[src/rtl/piso_pkg.sv]
// Shared types and constants for the piso_tx serial transmitter.
package piso_pkg;

  typedef enum logic [1:0] {
    IDLE  = 2'd0,
    START = 2'd1,
    DATA  = 2'd2,
    STOP  = 2'd3
  } state_t;

  localparam logic IDLE_LEVEL  = 1'b1;
  localparam logic START_LEVEL = 1'b0;

  function automatic int clog2(input int value);
    int r;
    r = 0;
    while ((1 << r) < value) r = r + 1;
    return r;
  endfunction

endpackage

[src/rtl/bit_tick.sv]
// Bit-period divider: one-cycle tick at the end of every DIV-cycle bit period.
module bit_tick
  import piso_pkg::*;
#(
  parameter int DIV = 4
) (
  input  logic clk,
  input  logic ret,
  input  logic clr,
  input  logic en,
  output logic tick
);

  localparam int CW = (clog2(DIV) < 1) ? 1 : clog2(DIV);
  localparam logic [CW-1:0] LAST = CW'(DIV - 1);

  logic [CW-1:0] div_cnt;

  always_ff @(posedge clk or posedge ret) begin
    if (ret) begin
      div_cnt <= '0;
    end else if (clr) begin
      div_cnt <= '0;
    end else if (en) begin
      div_cnt <= (div_cnt == LAST) ? '0 : div_cnt + 1'b1;
    end
  end

  // With DIV=1 the counter sits at 0 and every enabled cycle is a tick.
  assign tick = en && !clr && (div_cnt == LAST);

endmodule

[src/rtl/piso_tx.sv]
// Framed parallel-in/serial-out transmitter: start bit, WIDTH data bits LSB-first
// (optionally inverted for the inverting receiver), stop bit; DIV clocks per bit.
module piso_tx
  import piso_pkg::*;
#(
  parameter int WIDTH = 8,
  parameter int DIV   = 4,
  parameter bit INV   = 1'b1
) (
  input  logic             clk,
  input  logic             ret,
  input  logic             pre,
  input  logic             load,
  input  logic [WIDTH-1:0] din,
  output logic             sout,
  output logic             busy,
  output logic             done
);

  localparam int BW = (clog2(WIDTH) < 1) ? 1 : clog2(WIDTH);
  localparam logic [BW-1:0] BIT_LAST = BW'(WIDTH - 1);

  state_t           state;
  logic [WIDTH-1:0] shreg;
  logic [WIDTH-1:0] shifted;
  logic [BW-1:0]    bit_cnt;
  logic             accept;
  logic             tick;

  assign accept  = (state == IDLE) && load && !pre;
  assign shifted = shreg >> 1;

  bit_tick #(.DIV(DIV)) u_tick (
    .clk  (clk),
    .ret  (ret),
    .clr  (pre || accept),
    .en   (state != IDLE),
    .tick (tick)
  );

  always_ff @(posedge clk or posedge ret) begin
    if (ret) begin
      state   <= IDLE;
      shreg   <= '0;
      bit_cnt <= '0;
      sout    <= IDLE_LEVEL;
      busy    <= 1'b0;
      done    <= 1'b0;
    end else begin
      done <= 1'b0;
      if (pre) begin
        state   <= IDLE;
        bit_cnt <= '0;
        sout    <= IDLE_LEVEL;
        busy    <= 1'b0;
      end else begin
        case (state)
          IDLE: begin
            if (load) begin
              shreg   <= din;
              bit_cnt <= '0;
              state   <= START;
              sout    <= START_LEVEL;
              busy    <= 1'b1;
            end
          end
          START: begin
            if (tick) begin
              state <= DATA;
              sout  <= shreg[0] ^ INV;
            end
          end
          DATA: begin
            // Shift so the next data bit is always at shreg[0].
            if (tick) begin
              shreg <= shifted;
              if (bit_cnt == BIT_LAST) begin
                state   <= STOP;
                bit_cnt <= '0;
                sout    <= IDLE_LEVEL;
              end else begin
                bit_cnt <= bit_cnt + 1'b1;
                sout    <= shifted[0] ^ INV;
              end
            end
          end
          STOP: begin
            if (tick) begin
              state <= IDLE;
              busy  <= 1'b0;
              done  <= 1'b1;
            end
          end
          default: state <= IDLE;
        endcase
      end
    end
  end

endmodule

[config.mk]
export PLATFORM = sky130hd
export DESIGN_NAME = piso_tx
export DESIGN_NICKNAME = d
export VERILOG_FILES = /design/src/rtl/piso_pkg.sv /design/src/rtl/bit_tick.sv /design/src/rtl/piso_tx.sv
export SDC_FILE = /design/constraint.sdc
export NUM_CORES = 1
export LEC_CHECK = 0
export ABC_AREA = 1
export CAP_MARGIN = 20
export CORE_UTILIZATION = 55
export CTS_CLUSTER_DIAMETER = 50
export CTS_CLUSTER_SIZE = 25
export DETAILED_ROUTE_END_ITERATION = 8
export GPL_TIMING_DRIVEN = 0
export PLACE_DENSITY = 0.84
export SETUP_SLACK_MARGIN = 0.3
export SYNTH_ARGS = -nofsm -noshare
export SYNTH_HDL_FRONTEND = slang
export SYNTH_SLANG_ARGS = --single-unit
[constraint.sdc]
create_clock -name clk -period 3.4 [get_ports clk]
set_input_delay 0.68 -clock clk [delete_from_list [all_inputs] [get_ports clk]]
set_output_delay 0.68 -clock clk [all_outputs]
set_load 0.05 [all_outputs]
==> results of run 1 <==
-- registers in the layout (all words and copies together) (netlist names) --
| register | flops |
|---|---|
| done | 1 |
| state | 2 |
| u_tick.div_cnt | 2 |
| busy | 1 |
| shreg | 8 |
| sout | 1 |
| bit_cnt | 3 |
-- worst paths after layout --
kind / startpoint / to / slack (ps) / depth (start not counted)
setup / recovery: sout / sout / 1090 / 1
hold / removal: sout / sout / 470 / 2
setup reg to reg: state[0] / shreg[3] / 1730 / 9
hold reg to reg: sout / sout / 470 / 2
max in group asynchronous: ret / busy / 2190 / 2
min in group asynchronous: ret / bit_cnt[2] / 770 / 2
-- through the flow --
stage	hold slack (ps)	util
global placement	450.3	0.7028
floorplan	453.0	-
global route	491.6	0.7229
detailed placement	458.7	0.7028
finish	471.4	0.7229
CTS	476.4	0.7229
-- cell usage after synthesis --
| cell | n | area, sq um |
|---|---|---|
| a21oi_1 | 2 | 10.01 |
| a21oi_2 | 1 | 8.760 |
| buf_2 | 2 | 10.01 |
| buf_6 | 2 | 22.52 |
| dfrtp_1 | 17 | 425.4 |
| dfstp_2 | 1 | 26.28 |
| ha_1 | 7 | 87.58 |
| inv_1 | 14 | 52.55 |
| inv_2 | 1 | 3.750 |
| mux2i_1 | 6 | 60.06 |
| nand2_1 | 33 | 123.9 |
| nand2_2 | 5 | 31.28 |
| nand3_1 | 4 | 20.02 |
| nand3_2 | 1 | 10.01 |
| nand3_4 | 1 | 17.52 |
| nand4_1 | 3 | 18.77 |
| nor2_1 | 10 | 37.54 |
| nor2_4 | 1 | 11.26 |
| o21ai_0 | 3 | 15.01 |
| o21ai_1 | 4 | 20.02 |
| o21ai_2 | 8 | 70.07 |
| o21bai_1 | 2 | 15.01 |
| o31ai_1 | 1 | 7.510 |
-- routing by layer --
metal | wire (microns) | vias to the layer above
met5 | 0 | -
met4 | 42 | 0
met3 | 47 | 4
met2 | 1034 | 16
met1 | 939 | 419
li1 | - | 453
-- power by group --
group	leakage, nW	total [mW]	switching, mW	internal [mW]
registers	0.231	0.344	0.0493	0.295
clock network	0.0210	0.134	0.0691	0.0651
logic	0.410	0.465	0.286	0.179
-- area by class of cell --
cell class	count	area [sq um]	area share
Inverter	15	56.30	0.04323
Buffer	4	32.53	0.02498
Multi-Input combinational cell	92	564.3	0.4332
Tap cell	25	31.28	0.02402
Clock buffer	4	36.28	0.02786
Timing Repair Buffer	13	130.1	0.09990
Sequential cell	18	451.7	0.3468
-- cell usage in the layout, fill, tap and decap left out, types with 2 or more instances in the layout --
cell type	synthesis	routed
clkbuf_4	0	3
nand4_1	3	3
o21bai_1	2	2
nand3_1	4	4
ha_1	7	7
nor2_1	10	10
clkdlybuf4s50_1	0	13
buf_2	2	2
a21oi_1	2	2
dfrtp_1	17	17
buf_6	2	2
nand2_1	33	33
o21ai_1	4	4
nand2_2	5	5
inv_1	14	14
o21ai_2	8	8
o21ai_0	3	3
mux2i_1	6	6
-- kinds of logic (layout without fill, tap and decap cells) --
family	Yosys count	count (layout)	synth area share
flops	18	18	0.4088
buf+inv	19	36	0.08040
fa+ha+maj	7	7	0.07927
simple gates	58	58	0.2446
mux	6	6	0.05436
compound gates	21	21	0.1325
==> results.toml, run 1 <==
[outcome]
outcome = "completed"

[timing]
worstMarginPinSlew_ps = 675.4
rsz0062_at_grt = "false"
timing_hold_violations_final = 0
max_freq_mhz = 433.0
period_needed_ps = 2309
tns_ps = 0
slew_violations = 0
worst_clock_skew_ps = 7.786
layout_setup_ws_ps = 1091
fin_crit_sh = 0.6792
maxSlewHeadroom = 0.5493
final-setup-viol-count = 0

[setup_path]
crit_family = "buffers and inverters"
cp.required_ps = 2720
cp_max_fo = 2
critPathMaxStageDelay_ps = 790
critPathBufInv = 1
crit_chain = "clkdlybuf4s50_1"
path_class = "reg -> out"
critPathCaptureType = "output port"
worst_setup_path_start_kind = "flop"
cp_slowest_cell = "clkdlybuf4s50_1"
critPathArrivalTime_ps = 1630

[routing]
route.detailed.drc = 0
via_count = 892
firstDrtPassIters = 4
drtIter0Drc = 32
wl_microns = 2064
final_antenna_net_count = 0
post_drt_via_cell_ratio = 5.216
wl_per_cell_microns = 12.07

[die]
rows = 15
fp.dieH_microns = 46.82
initial_core_util = 0.6132
io_pins = 15
die_w_microns = 46.82
die_area_sq_um = 2192
core-area_sq_um = 1802

[clock_network]
htreeDepth = 1
clock-sinks = 18
tritoncts = "yes"
clockBufferDepth = 2
ctsRootBufferMaster = "clkbuf_4"
clk_latency_ps = 290
post_cts_buffers = 0
cts_buffers = 3
cts.repair.resized = 0
postCtsHoldBufs = 0
clkTransAtPathRegs_ps = 110

[grt]
track_usage = 0.2235
use_met1 = 0.2823
grt_first_pass_wirelength_microns = 3525
grt_util_met2 = 0.3917
use_met3 = 0.02692
antenna_found_initial = 0
busiest_layer = "met2"
globalRouteOverflowTotal = 0
grt_max_degree = 19
grt_pass1_vias = 852

[power]
p_per_area_nw_per_um2 = 724.2
p_total_mw = 0.9433
leakagePower_nw = 0.6615
ir_drop_mv = 0.4871

[synthesis]
syn-num-nets = 148
yosysSeqAreaShare = 0.4088
syn_area_sq_um = 1105
postSynthAreaPerCell_sq_um = 8.564
netlist_instances = 129
ys_seq_elements = 18
ys_types = 23
yosys_warnings = 0

[finish]
drive_gt1_frac = 0.1849
design_area_sq_um = 1303
fill_cells = 152
nets = 166
area_growth_pct = 17.89
antennaDiodeCount = 0
fin_cells = 171

[placed_design]
portBuffers = 13
placed_cells = 167
hpwl_microns = 1569
place_ws_ps = 1419
place_area_sq_um = 1266
gp_congestion = 0.8894

[flow_run]
maxCapViolCount = 0

[hold_path]
min_path_type = "reg -> reg"
(Power assumes the default switching activity.)
==> inputs of run 2 (changes only) <==
--- a/config.mk
+++ b/config.mk
@@ -7,12 +7,12 @@
 export LEC_CHECK = 0
 export ABC_AREA = 1
 export CAP_MARGIN = 20
-export CORE_UTILIZATION = 55
+export CORE_UTILIZATION = 53
 export CTS_CLUSTER_DIAMETER = 50
 export CTS_CLUSTER_SIZE = 25
 export DETAILED_ROUTE_END_ITERATION = 8
 export GPL_TIMING_DRIVEN = 0
-export PLACE_DENSITY = 0.84
+export PLACE_DENSITY = 0.81
 export SETUP_SLACK_MARGIN = 0.3
 export SYNTH_ARGS = -nofsm -noshare
 export SYNTH_HDL_FRONTEND = slang
==> constraint.sdc (replaced) <==
create_clock -name clk -period 2.4 [get_ports clk]
set_input_delay 0.48 -clock clk [delete_from_list [all_inputs] [get_ports clk]]
set_output_delay 0.48 -clock clk [all_outputs]
set_load 0.05 [all_outputs]
==> run 2 against run 1 <==
Via count rose by 0.34%. Wire length shrank 4.2%. Worst setup slack worse by 630 ps. Sequential share of layout area grew 0.23 points. Power rose by 37%. Critical path depth stayed put. Highest routed layer unchanged. Cell count increased by 1.2%. Cell area decreased by 0.67%. Non-clock buffer count is the same. Clock power increased by 19%. First-iteration DRC count fell by 81%. Critical endpoint is now busy.
==> results.toml, run 2 (synthesis results as in run 1) <==
[setup_path]
reg2reg_to = "bit_cnt[1]"
reg2reg_setup_slack_ps = 720
crit_family = "buffers and inverters"
path_class = "reg -> out"
critPathCaptureType = "output port"
cp_slowest_cell = "clkdlybuf4s50_1"
critPathMaxStageDelay_ps = 800
cp_max_fo = 2
r2r_start = "state[0]"
cp.required_ps = 1920
reg2regPathDepth = 9
crit_chain = "clkdlybuf4s50_1"
critPathBufInv = 1
critPathArrivalTime_ps = 1460
worst_setup_path_start_kind = "flop"

[timing]
final-setup-viol-count = 0
slew_violations = 0
max_freq_mhz = 516.1
maxSlewHeadroom = 0.5331
tns_ps = 0
layout_setup_ws_ps = 462.5
fin_crit_sh = 0.8073
timing_hold_violations_final = 0
worstMarginPinSlew_ps = 699.5
rsz0062_at_grt = "false"
period_needed_ps = 1937
worst_clock_skew_ps = 2.156

[grt]
grt_first_pass_wirelength_microns = 3174
antenna_found_initial = 0
globalRouteOverflowTotal = 0
track_usage = 0.2014
grt_max_degree = 19
grt_pass1_vias = 774

[die]
die_w_microns = 47.66
io_pins = 15
fp.dieH_microns = 47.66
initial_core_util = 0.5631
die_area_sq_um = 2271
core-area_sq_um = 1962
rows = 16

[outcome]
outcome = "completed"

[hold_path]
min_path_type = "reg -> reg"
hold-path-cell-count = 2
whs_endpoint = "sout"
hold_path_startpoint = "sout"

[finish]
fin_util = 0.6594
regMostFlops = "shreg"
antennaDiodeCount = 0
fin_cells = 173
final_cell_mix = "33 x nand2_1, 17 x dfrtp_1, 14 x inv_1, 12 x clkdlybuf4s50_1, 10 x nor2_1"
mostFrequentLayoutCell = "nand2_1"
reg_top3 = "shreg (8), bit_cnt (3)"
fill_cells = 189
nets = 166
drive_gt1_frac = 0.1781
area_growth_pct = 17.10
largest_reg_flops = 8

[clock_network]
clk_latency_ps = 300
tritoncts = "yes"
ctsRootBufferMaster = "clkbuf_4"
htreeDepth = 1
postCtsHoldBufs = 0
clockBufferDepth = 2
clkTransAtPathRegs_ps = 100
cts_buffers = 3
cts.repair.resized = 1
post_cts_buffers = 0
clock-sinks = 18

[power]
p_sw_mw = 0.5623
p_per_area_nw_per_um2 = 998.7
ir_drop_mv = 0.5808
p_comb_frac = 0.501
pwr-share-seq = 0.375
internal_power_mw = 0.7297
leakagePower_nw = 0.6572
p_total_mw = 1.292
p_clk_frac = 0.124
swShare = 0.4352

[placed_design]
place_ws_ps = 618.0
gp_congestion = 0.8738
hpwl_microns = 1491
placed_cells = 169
portBuffers = 13

[routing]
via_count = 895
route.detailed.drc = 0
firstDrtPassIters = 4
wl_per_cell_microns = 11.43
wl_microns = 1977
post_drt_via_cell_ratio = 5.173
final_antenna_net_count = 0
drtIter0Drc = 6

[flow_run]
maxCapViolCount = 0
run 2: cell types whose count changed in the layout (fill, tap and decap cells not counted):
cell	change
clkdlybuf4s50_1	-1
clkbuf_1	+1
dlygate4sd2_1	+1
clkbuf_8	-1
run 2: layer usage:
metal | track usage | vias up | part of all wire
met5 | 0 | - | 0
met4 | 0.1278 | 0 | 0.031
met3 | 0.03774 | 7 | 0.027
met2 | 0.3178 | 21 | 0.48
met1 | 0.2529 | 420 | 0.46
li1 | - | 447 | -
run 2: worst max path at each step:
stage	endpoint	slack [ps]	cells past startpoint	from
2_1_floorplan	shreg[2]	950	9	state[0]
3_3_place_gp	sout	620	1	sout
3_5_place_dp	sout	620	1	sout
4_1_cts	busy	440	1	busy
5_1_grt	busy	400	1	busy
6_report	busy	460	1	busy
run 2: final cells by class:
type	count	area (sq um)	area share
Multi-Input combinational cell	92	564.3	0.4362
Sequential cell	18	451.7	0.3491
Timing Repair Buffer	13	128.9	0.09961
Inverter	15	56.30	0.04352
Tap cell	27	33.78	0.02611
Buffer	4	32.53	0.02515
Clock buffer	4	26.28	0.02031
run 2: power by group through the flow:
stage / registers (mW) / clock network (mW) / logic (mW)
floorplan: 0.540 / 0 / 0.462
global placement: 0.489 / 0 / 0.636
detailed placement: 0.493 / 0 / 0.657
CTS: 0.485 / 0.168 / 0.655
global route: 0.497 / 0.177 / 0.726
finish: 0.484 / 0.160 / 0.647
run 2: through the flow:
stage	hold slack [ps]	cell area (sq um)
3_3_place_gp	448.1	1269
2_1_floorplan	417.8	1105
5_1_grt	491.2	1294
4_1_cts	470.5	1294
3_5_place_dp	455.6	1269
6_report	464.2	1294
